### config.mk
export PLATFORM = sky130hd
export DESIGN_NAME = instr_fetch
export DESIGN_NICKNAME = d
export VERILOG_FILES = /design/src/rtl/mips_if_pkg.sv /design/src/rtl/if_skid_buf.sv /design/src/rtl/instr_fetch.sv
export SDC_FILE = /design/constraint.sdc
export NUM_CORES = 1
export LEC_CHECK = 0
export ABC_AREA = 1
export BUFFER_PORTS_ARGS = -buffer_cell sky130_fd_sc_hd__buf_2
export CORE_MARGIN = 3
export CORE_UTILIZATION = 55
export DETAILED_ROUTE_END_ITERATION = 8
export GPL_ROUTABILITY_DRIVEN = 0
export PLACE_DENSITY = 0.83
export SYNTH_ARGS = -nofsm -noshare
export SYNTH_HDL_FRONTEND = slang
export SYNTH_SLANG_ARGS = --single-unit
### constraint.sdc
create_clock -name clk -period 1.7 [get_ports clk]
set_input_delay 0.085 -clock clk [delete_from_list [all_inputs] [get_ports clk]]
set_output_delay 0.085 -clock clk [all_outputs]
set_load 0.03 [all_outputs]
### src/rtl/mips_if_pkg.sv
// mips_if_pkg: shared FSM type, reset defaults and fetch-entry record
// for the instruction-fetch stage.
package mips_if_pkg;

  // BOOT: first cycle out of reset; RUN: skid empty; HOLD: skid full.
  typedef enum logic [1:0] {
    BOOT = 2'd0,
    RUN  = 2'd1,
    HOLD = 2'd2
  } ifState_t;

  localparam logic [31:0] NOP_WORD_DEFAULT = 32'h0000_0000;  // sll $0,$0,0
  localparam logic [31:0] RESET_PC_DEFAULT = 32'h0000_3000;

  // One fetched word together with the address it came from.
  typedef struct packed {
    logic [31:0] word;
    logic [31:0] addr;
    logic        valid;
  } fetchEntry_t;

  // Instruction addresses are word addresses; the low two bits are dropped.
  function automatic logic [31:0] alignPc(input logic [31:0] a);
    return a & 32'hFFFF_FFFC;
  endfunction

endpackage

### src/rtl/if_skid_buf.sv
// if_skid_buf: one-entry capture register for a fetched word that
// returns from memory while decode is stalled.
module if_skid_buf
  import mips_if_pkg::*;
(
  input  logic        clk,
  input  logic        rst,
  input  logic        load,
  input  logic        clear,
  input  logic [31:0] loadWord,
  input  logic [31:0] loadAddr,
  output logic        valid,
  output logic [31:0] word,
  output logic [31:0] addr
);

  fetchEntry_t entry;

  // Capture on load, release on clear; the two never coincide since
  // load happens only while stalled and clear only when not stalled.
  always_ff @(posedge clk) begin
    if (!rst) begin
      entry <= '0;
    end else if (load) begin
      entry <= '{word: loadWord, addr: loadAddr, valid: 1'b1};
    end else if (clear) begin
      entry.valid <= 1'b0;
    end
  end

  assign valid = entry.valid;
  assign word  = entry.word;
  assign addr  = entry.addr;

endmodule

### src/rtl/instr_fetch.sv
// instr_fetch: MIPS IF stage. Holds the PC, drives a 1-cycle-latency
// instruction memory, parks a returning word in a skid buffer during
// stalls and presents it through the IF/ID register.
// Build option: define IF_DELAY_SLOT_EN to keep the branch delay-slot
// word on redirect; otherwise that slot becomes a bubble.
module instr_fetch
  import mips_if_pkg::*;
#(
  parameter logic [31:0] RESET_PC = RESET_PC_DEFAULT,
  parameter logic [31:0] NOP_WORD = NOP_WORD_DEFAULT
) (
  input  logic        clk,
  input  logic        rst,
  output logic        imem_req,
  output logic [31:0] imem_addr,
  input  logic [31:0] imem_rdata,
  input  logic        stall,
  input  logic        flush,
  input  logic        redirect,
  input  logic [31:0] redirect_target,
  output logic [31:0] instr,
  output logic        instr_valid,
  output logic [31:0] pc_out,
  output logic [31:0] pc_plus4
);

  ifState_t    state;
  logic [31:0] pc;
  logic        f2Valid;
  logic [31:0] f2Addr;
  fetchEntry_t ifId;
  fetchEntry_t ifIdNext;

  logic        skidValid;
  logic [31:0] skidWord;
  logic [31:0] skidAddr;

  logic        advance;
  logic        fetchGo;
  logic        skidLoad;
  logic        skidClear;
  logic        pendValid;
  logic        keepSlot;
  logic [31:0] pendWord;
  logic [31:0] pendAddr;

  // The pipeline moves whenever decode is not stalled, except in BOOT.
  assign advance   = (state != BOOT) && !stall;
  // A redirect suppresses the fetch of the now-dead sequential address.
  assign fetchGo   = rst && advance && !redirect;
  assign skidLoad  = (state == RUN) && stall && f2Valid;
  assign skidClear = (state == HOLD) && !stall;

  // Oldest pending word: skid when full (F2 is then empty), else F2.
  assign pendValid = skidValid || f2Valid;
  assign pendWord  = skidValid ? skidWord : imem_rdata;
  assign pendAddr  = skidValid ? skidAddr : f2Addr;

`ifdef IF_DELAY_SLOT_EN
  assign keepSlot = pendValid;
`else
  assign keepSlot = pendValid && !redirect;
`endif

  if_skid_buf u_skid (
    .clk      (clk),
    .rst      (rst),
    .load     (skidLoad),
    .clear    (skidClear),
    .loadWord (imem_rdata),
    .loadAddr (f2Addr),
    .valid    (skidValid),
    .word     (skidWord),
    .addr     (skidAddr)
  );

  // Next IF/ID contents: flush beats stall, stall holds, else load or bubble.
  always_comb begin
    ifIdNext = ifId;
    if (flush) begin
      ifIdNext = '{word: NOP_WORD, addr: ifId.addr, valid: 1'b0};
    end else if (advance) begin
      if (keepSlot) begin
        ifIdNext = '{word: pendWord, addr: pendAddr, valid: 1'b1};
      end else begin
        ifIdNext = '{word: NOP_WORD, addr: ifId.addr, valid: 1'b0};
      end
    end
  end

  // FSM, PC, F2 tracking and the IF/ID register.
  always_ff @(posedge clk) begin
    if (!rst) begin
      state   <= BOOT;
      pc      <= alignPc(RESET_PC);
      f2Valid <= 1'b0;
      f2Addr  <= alignPc(RESET_PC);
      ifId    <= '{word: NOP_WORD, addr: RESET_PC, valid: 1'b0};
    end else begin
      ifId    <= ifIdNext;
      f2Valid <= fetchGo;
      if (fetchGo) begin
        f2Addr <= pc;
        pc     <= pc + 32'd4;
      end else if (advance && redirect) begin
        pc <= alignPc(redirect_target);
      end
      case (state)
        BOOT:    state <= RUN;
        RUN:     if (skidLoad) state <= HOLD;
        HOLD:    if (skidClear) state <= RUN;
        default: state <= BOOT;
      endcase
    end
  end

  assign imem_req    = fetchGo;
  assign imem_addr   = pc;
  assign instr       = ifId.word;
  assign instr_valid = ifId.valid;
  assign pc_out      = ifId.addr;
  assign pc_plus4    = ifId.addr + 32'd4;

endmodule

==> results.yml, run 1 <==
status:
  status: "complete, but fails checks"
  violations: "setup timing"
floorplanning:
  fp.dieW_um: 136
  io-pin-count: 199
  core_um2: 16200
  dieArea_um2: 18400
  die_h_um: 136
  start_util_pct: 57.1
  rows: 46
worst_setup_path:
  setup.worst_path.class: "flip-flop to output pin"
  cp-start-kind: "flip-flop"
  arrival_ns: 2.09
  endpoint_kind: "output pin"
  path_max_fanout: 3
  required_ns: 1.62
  r2r_setup_slack_ns: 0.03
synthesis:
  synthFlopType: "dfxtp_1"
  yosys_warnings: 0
  synth_cell_types: 39
  syn_inst: 1397
  post_synth.cell_area_avg_um2: 6.61
  synth_top_area_share_pct: 40.9
  yosys.cell_count.top_type: "nand2_1"
  synthArstFlopShare_pct: 0
  synth_common_cells: "nand2_1 (393), nor2_1 (228), dfxtp_1 (189)"
  yosys.area.top_type: "dfxtp_1"
  netlist_area_um2: 9240
  synth_enable_flop_cells: 0
  ys_seq_area_share_pct: 40.9
  ys_ff_latch: 189
  synth_area_leaders: "dfxtp_1 (41%), nand2_1 (16%), nor2_1 (9.3%)"
layout:
  area_delta_synth_final_pct: 38.0
  nNetsFinal: 1737
  multi_input_area_um2: 5250
  instances_no_fill: 1895
  drive_above_1_share_pct: 27.5
  final_area_um2: 12800
  n_fill_cell: 1148
  seq_area_um2: 3860
  diodes: 0
pwr:
  max-vdd-ir-drop_uv: 760
  intPower_mw: 7.09
  p_total_mw: 9.52
  swShare_pct: 25.5
  power_density_nw_per_um2: 746
  seq_power_share_pct: 48.0
  pwr-share-comb_pct: 9.9
  switching_power_mw: 2.43
  p_leak_nw: 5.65
  clkPwrFrac_pct: 42.1
global_route:
  grt_max_degree: 89
  antenna_found_initial: 0
  first_global_vias: 9311
  grt-ovfl-total: 0
  grt_use_total_pct: 31.4
  grt_pass1_wl_um: 46700
placement:
  placedCellCount: 1776
  place_ws_ns: -0.00280
  io_buffers: 190
  place_hpwl_um: 17800
  place_area_um2: 10600
routing:
  vias_per_cell: 5.53
  dr.pass1.iters: 8
  wl_per_cell_um: 16.8
  dr.first_iter.drc_count: 1098
  drc: 0
  wirelength_um: 31900
  antenna_left: 0
  via_count: 10500
cts:
  clockBufferDepth: 2
  clock-root-buffer: "clkbuf_16"
  htree_levels: 4
  cts_tree: "yes"
  clkLatencyLatePin_ns: 0.43
  cts_buffers: 17
  clkTransAtPathRegs_ns: 0.07
  cts_sinks: 189
timing:
  hold-worst-slack_ns: 0.00568
  finalHoldViolations: 0
  fmax_mhz: 460
  skew_ns: 0.00681
  worst_slack_ns: -0.473
  rsz0062_at_grt: "true"
  fin_crit_ns: 2.17
  setup_viol: 27
  finalMaxSlewViolations: 0
  period_share_pct: 128
flow_run:
  drv_cap: 0
hold_path:
  holdCritPathClass: "input port to flip-flop"
[placed cells by master (no fill, tap or decap), types with 17 or more instances in the layout]
master / n
buf_6: 34
clkbuf_16: 17
nand3_1: 25
a21oi_1: 95
inv_2: 17
o21ai_0: 129
buf_2: 165
o22ai_1: 25
inv_1: 92
buf_4: 68
nand2_1: 370
dfxtp_1: 158
nor2_4: 20
nor2_1: 208
dlygate4sd3_1: 50
[worst max-delay path, cell delays in order (launching register included)]
cell     delay [ns]
dfxtp_1        0.36
nand2_2        0.11
nor2_4         0.20
nand2_1        0.18
nor3_4         0.33
nand2_2        0.13
xnor2_2        0.20
buf_6          0.15
[state kept, by name, indices dropped and copies added, names as in the netlist]
| signal | flops |
|---|---|
| state | 2 |
| imem_addr | 30 |
| pc_out | 30 |
| f2Valid | 1 |
| u_skid.addr | 30 |
| f2Addr | 30 |
| u_skid.valid | 1 |
| instr | 32 |
| instr_valid | 1 |
| u_skid.word | 32 |
[layer usage]
metal / wire (um) / up-vias / share of wire (%) / global-route usage [%]
met5: 0 / - / 0 / 0
met2: 15000 / 578 / 47 / 52.5
met4: 1770 / 0 / 5.5 / 12.8
li1: - / 4956 / - / -
met1: 12400 / 4787 / 39 / 39.9
met3: 2740 / 155 / 8.6 / 5.79
[metrics by stage]
step | setup TNS (ns) | util (%)
6_report | -6.78 | 78.8
2_1_floorplan | -0.270 | -
3_5_place_dp | -0.00280 | 65.7
5_1_grt | -8.47 | 78.8
3_3_place_gp | 0 | 65.7
4_1_cts | -3.10 | 76.8
[worst paths after layout]
| path | from | end | cells past startpoint |
|---|---|---|---|
| min | redirect_target[10] | imem_addr[10]$_SDFFE_PN0P_ | 5 |
| min reg2reg | instr[0]$_SDFFE_PP0P_ | instr[0]$_SDFFE_PP0P_ | 2 |
| max reg2reg | state[0]$_SDFFE_PN0P_ | instr[1]$_SDFFE_PP0P_ | 7 |
| max | pc_out[18]$_SDFFE_PN0P_ | pc_plus4[27] | 7 |
[power by group through the flow]
stage	sequential [mW]	combinational [mW]	clock, mW
after floorplan	4.77	0.446	0
after global placement	4.68	0.798	0
after detailed placement	4.69	0.811	0
after CTS	4.57	0.913	4.01
after global routing	4.58	1.03	4.21
final	4.57	0.938	4.01
[cell families after synthesis]
logic type | after synthesis | synth area share (%)
fa+ha+maj | 2 | 0.271
buf+inv | 191 | 8.90
compound gates | 275 | 15.5
simple gates | 707 | 31.3
xor+xnor | 32 | 3.03
other cells | 1 | 0.0406
flops | 189 | 40.9
[area by class of cell]
| type | instances | area share (%) |
|---|---|---|
| multi-input combinational | 1022 | 41.2 |
| sequential | 189 | 30.3 |
| timing repair buffer | 323 | 18.3 |
| clock buffer | 19 | 3.55 |
| inverter | 113 | 3.42 |
| tap | 216 | 2.12 |
| clock inverter | 13 | 1.08 |
[repair_timing]
action	CTS	global route
resized for setup	164	67
endpoints found under the hold margin	54	0
buffers inserted	23	16
pin swaps	47	28
hold buffers	50	0
cloned	0	0
endpoints found under the setup margin	27	59
Note: power is estimated with default switching activity, not from simulation.
==> inputs of run 2 (changes only) <==
Settings changed: ABC_AREA 1 to unset, CORE_UTILIZATION 55 to 54, SKIP_CTS_REPAIR_TIMING set to 1.
==> results.yml, run 2 <==
global_route:
  first_global_vias: 7896
  grt_max_degree: 63
  grt-ovfl-total: 0
  grt_use_total_pct: 27.0
  grt_pass1_wl_um: 39600
  antenna_found_initial: 0
layout:
  final_cell_mix: "nand2_1 (206), buf_2 (164), dfxtp_1 (145), buf_4 (124), a21oi_1 (116)"
  nNetsFinal: 1426
  area_delta_synth_final_pct: 46.0
  drive_above_1_share_pct: 38.1
  final_common_cell: "nand2_1"
  diodes: 0
timing:
  finalSetupTns_ns: -11.31
  finalHoldViolations: 1
  skew_ns: 0.00673
  worst_pin_slew_ns: 0.568
  fmax_mhz: 408
  finalMaxSlewViolations: 0
  hold-worst-slack_ns: -0.0187
  slew_headroom_pct: 62.2
  fin_crit_ns: 2.45
  rsz0062_at_grt: "true"
  worst_slack_ns: -0.752
  period_share_pct: 144
  setup_viol: 26
cts:
  clkLatencyLatePin_ns: 0.44
  clock-root-buffer: "clkbuf_16"
  cts_tree: "yes"
  cts_buffers: 17
  clkTransAtPathRegs_ns: 0.07
  clockBufferDepth: 2
  htree_levels: 4
  cts_sinks: 189
routing:
  antenna_left: 0
  dr.first_iter.drc_count: 783
  wl_per_cell_um: 17.5
  via_count: 9000
  vias_per_cell: 5.70
  drc: 0
  wirelength_um: 27600
  dr.pass1.iters: 6
placement:
  place_hpwl_um: 17000
  io_buffers: 190
  place_ws_ns: -0.270
pwr:
  max-vdd-ir-drop_uv: 613
  p_leak_nw: 5.00
  power_density_nw_per_um2: 809
flow_run:
  drv_cap: 0
synthesis:
  synth_top_area_share_pct: 43.9
  yosys_warnings: 0
  muxShareOfSynthArea_pct: 8.26
  synthSimpleGateAreaFrac_pct: 22.0
  synthArstFlopShare_pct: 0
  ys_seq_area_share_pct: 43.9
  synth_compound_gate_area_share_pct: 17.7
  synth_fa_ha_area_share_pct: 0.290
  netlist_area_um2: 8620
  yosys.area.top_type: "dfxtp_1"
  syn_inst: 1049
  synth_enable_flop_cells: 0
  synth_cell_types: 63
  post_synth.cell_area_avg_um2: 8.21
  synth_top_family_by_area: "simple AND/OR/NAND/NOR gates"
  synth_area_leaders: "dfxtp_1 (44%), nand2_1 (9.2%), a21oi_1 (6.9%)"
  synth_common_cells: "nand2_1 (211), dfxtp_1 (189), a21oi_1 (118)"
  ys_ff_latch: 189
  yosys.cell_count.top_type: "nand2_1"
  synthFlopType: "dfxtp_1"
  synth-xor-area-share_pct: 2.95
floorplanning:
  dieArea_um2: 17500
  rows: 45
  core_um2: 15400
  die_h_um: 132
  start_util_pct: 55.9
  fp.dieW_um: 132
  io-pin-count: 199
worst_setup_path:
  arrival_ns: 2.37
  cp-start-kind: "flip-flop"
  endpoint_kind: "output pin"
  path_max_fanout: 5
  r2r_setup_slack_ns: -0.05
  rr_worst_depth: 6
  required_ns: 1.62
  setup.worst_path.class: "flip-flop to output pin"
hold_path:
  hold_path_depth: 3
  holdCritPathClass: "input port to flip-flop"
status:
  status: "complete, but fails checks"
  violations: "hold timing, setup timing"
==> run 2: logic make-up (layout without fill, tap and decap cells) <==
| kind of cell | count (synthesis) | count (layout) |
|---|---|---|
| xor+xnor | 29 | 29 |
| mux | 67 | 67 |
| buf+inv | 98 | 412 |
| other cells | 1 | 6 |
| fa+ha+maj | 2 | 2 |
| simple gates | 419 | 419 |
| flops | 189 | 189 |
| compound gates | 244 | 244 |
==> run 2: critical path, cell delays in order (launching register included) <==
cell and delay [ns]:
dfxtp_4 0.35, nand4_1 0.13, or4_4 0.53, nor3_4 0.30, buf_4 0.17, buf_6 0.09
nand2_4 0.06, xnor2_4 0.17, buf_6 0.15
==> run 2: stage by stage <==
stage          total power [mW]  hold WS (ns)  util [%]  instance area (um^2)  std cells
4_1_cts                    10.1        -0.111      75.1                 11600       1515
3_5_place_dp               5.55         0.343      70.7                 10900       1483
6_report                   10.2       -0.0187      81.6                 12600       1579
5_1_grt                    10.4       0.00708      81.6                 12600       1579
3_3_place_gp               5.53         0.335      70.7                 10900       1483
2_1_floorplan              5.19         0.221         -                  9080       1054
==> run 2: layout make-up <==
class	instances	area, um^2
inverter	11	43.8
timing repair buffer	369	2690
multi-input combinational	767	4990
fill	923	2850
tap	211	264
clock buffer	19	453
sequential	189	3900
clock inverter	13	235
==> run 2: per-layer routing <==
layer	wire length, um	GRT usage (%)	vias to the layer above
met4	776	8.83	0
met1	11000	35.9	4205
li1	-	-	4261
met5	0	0	-
met3	2020	5.46	72
met2	13800	44.3	462
==> run 2: worst paths after layout <==
kind	startpoint	endpoint
min reg2reg	u_skid.addr[21]$_SDFFE_PN0P_	u_skid.addr[21]$_SDFFE_PN0P_
max reg2reg	imem_addr[2]$_SDFFE_PN0P_	imem_addr[26]$_SDFFE_PN0P_
min	redirect_target[3]	imem_addr[3]$_SDFFE_PN0P_
max	pc_out[18]$_SDFFE_PN0P_	pc_plus4[29]
==> run 2: power by group <==
group / switching (mW) / internal [mW]
combinational: 0.596 / 0.451
clock: 1.75 / 2.85
sequential: 0.0706 / 4.46
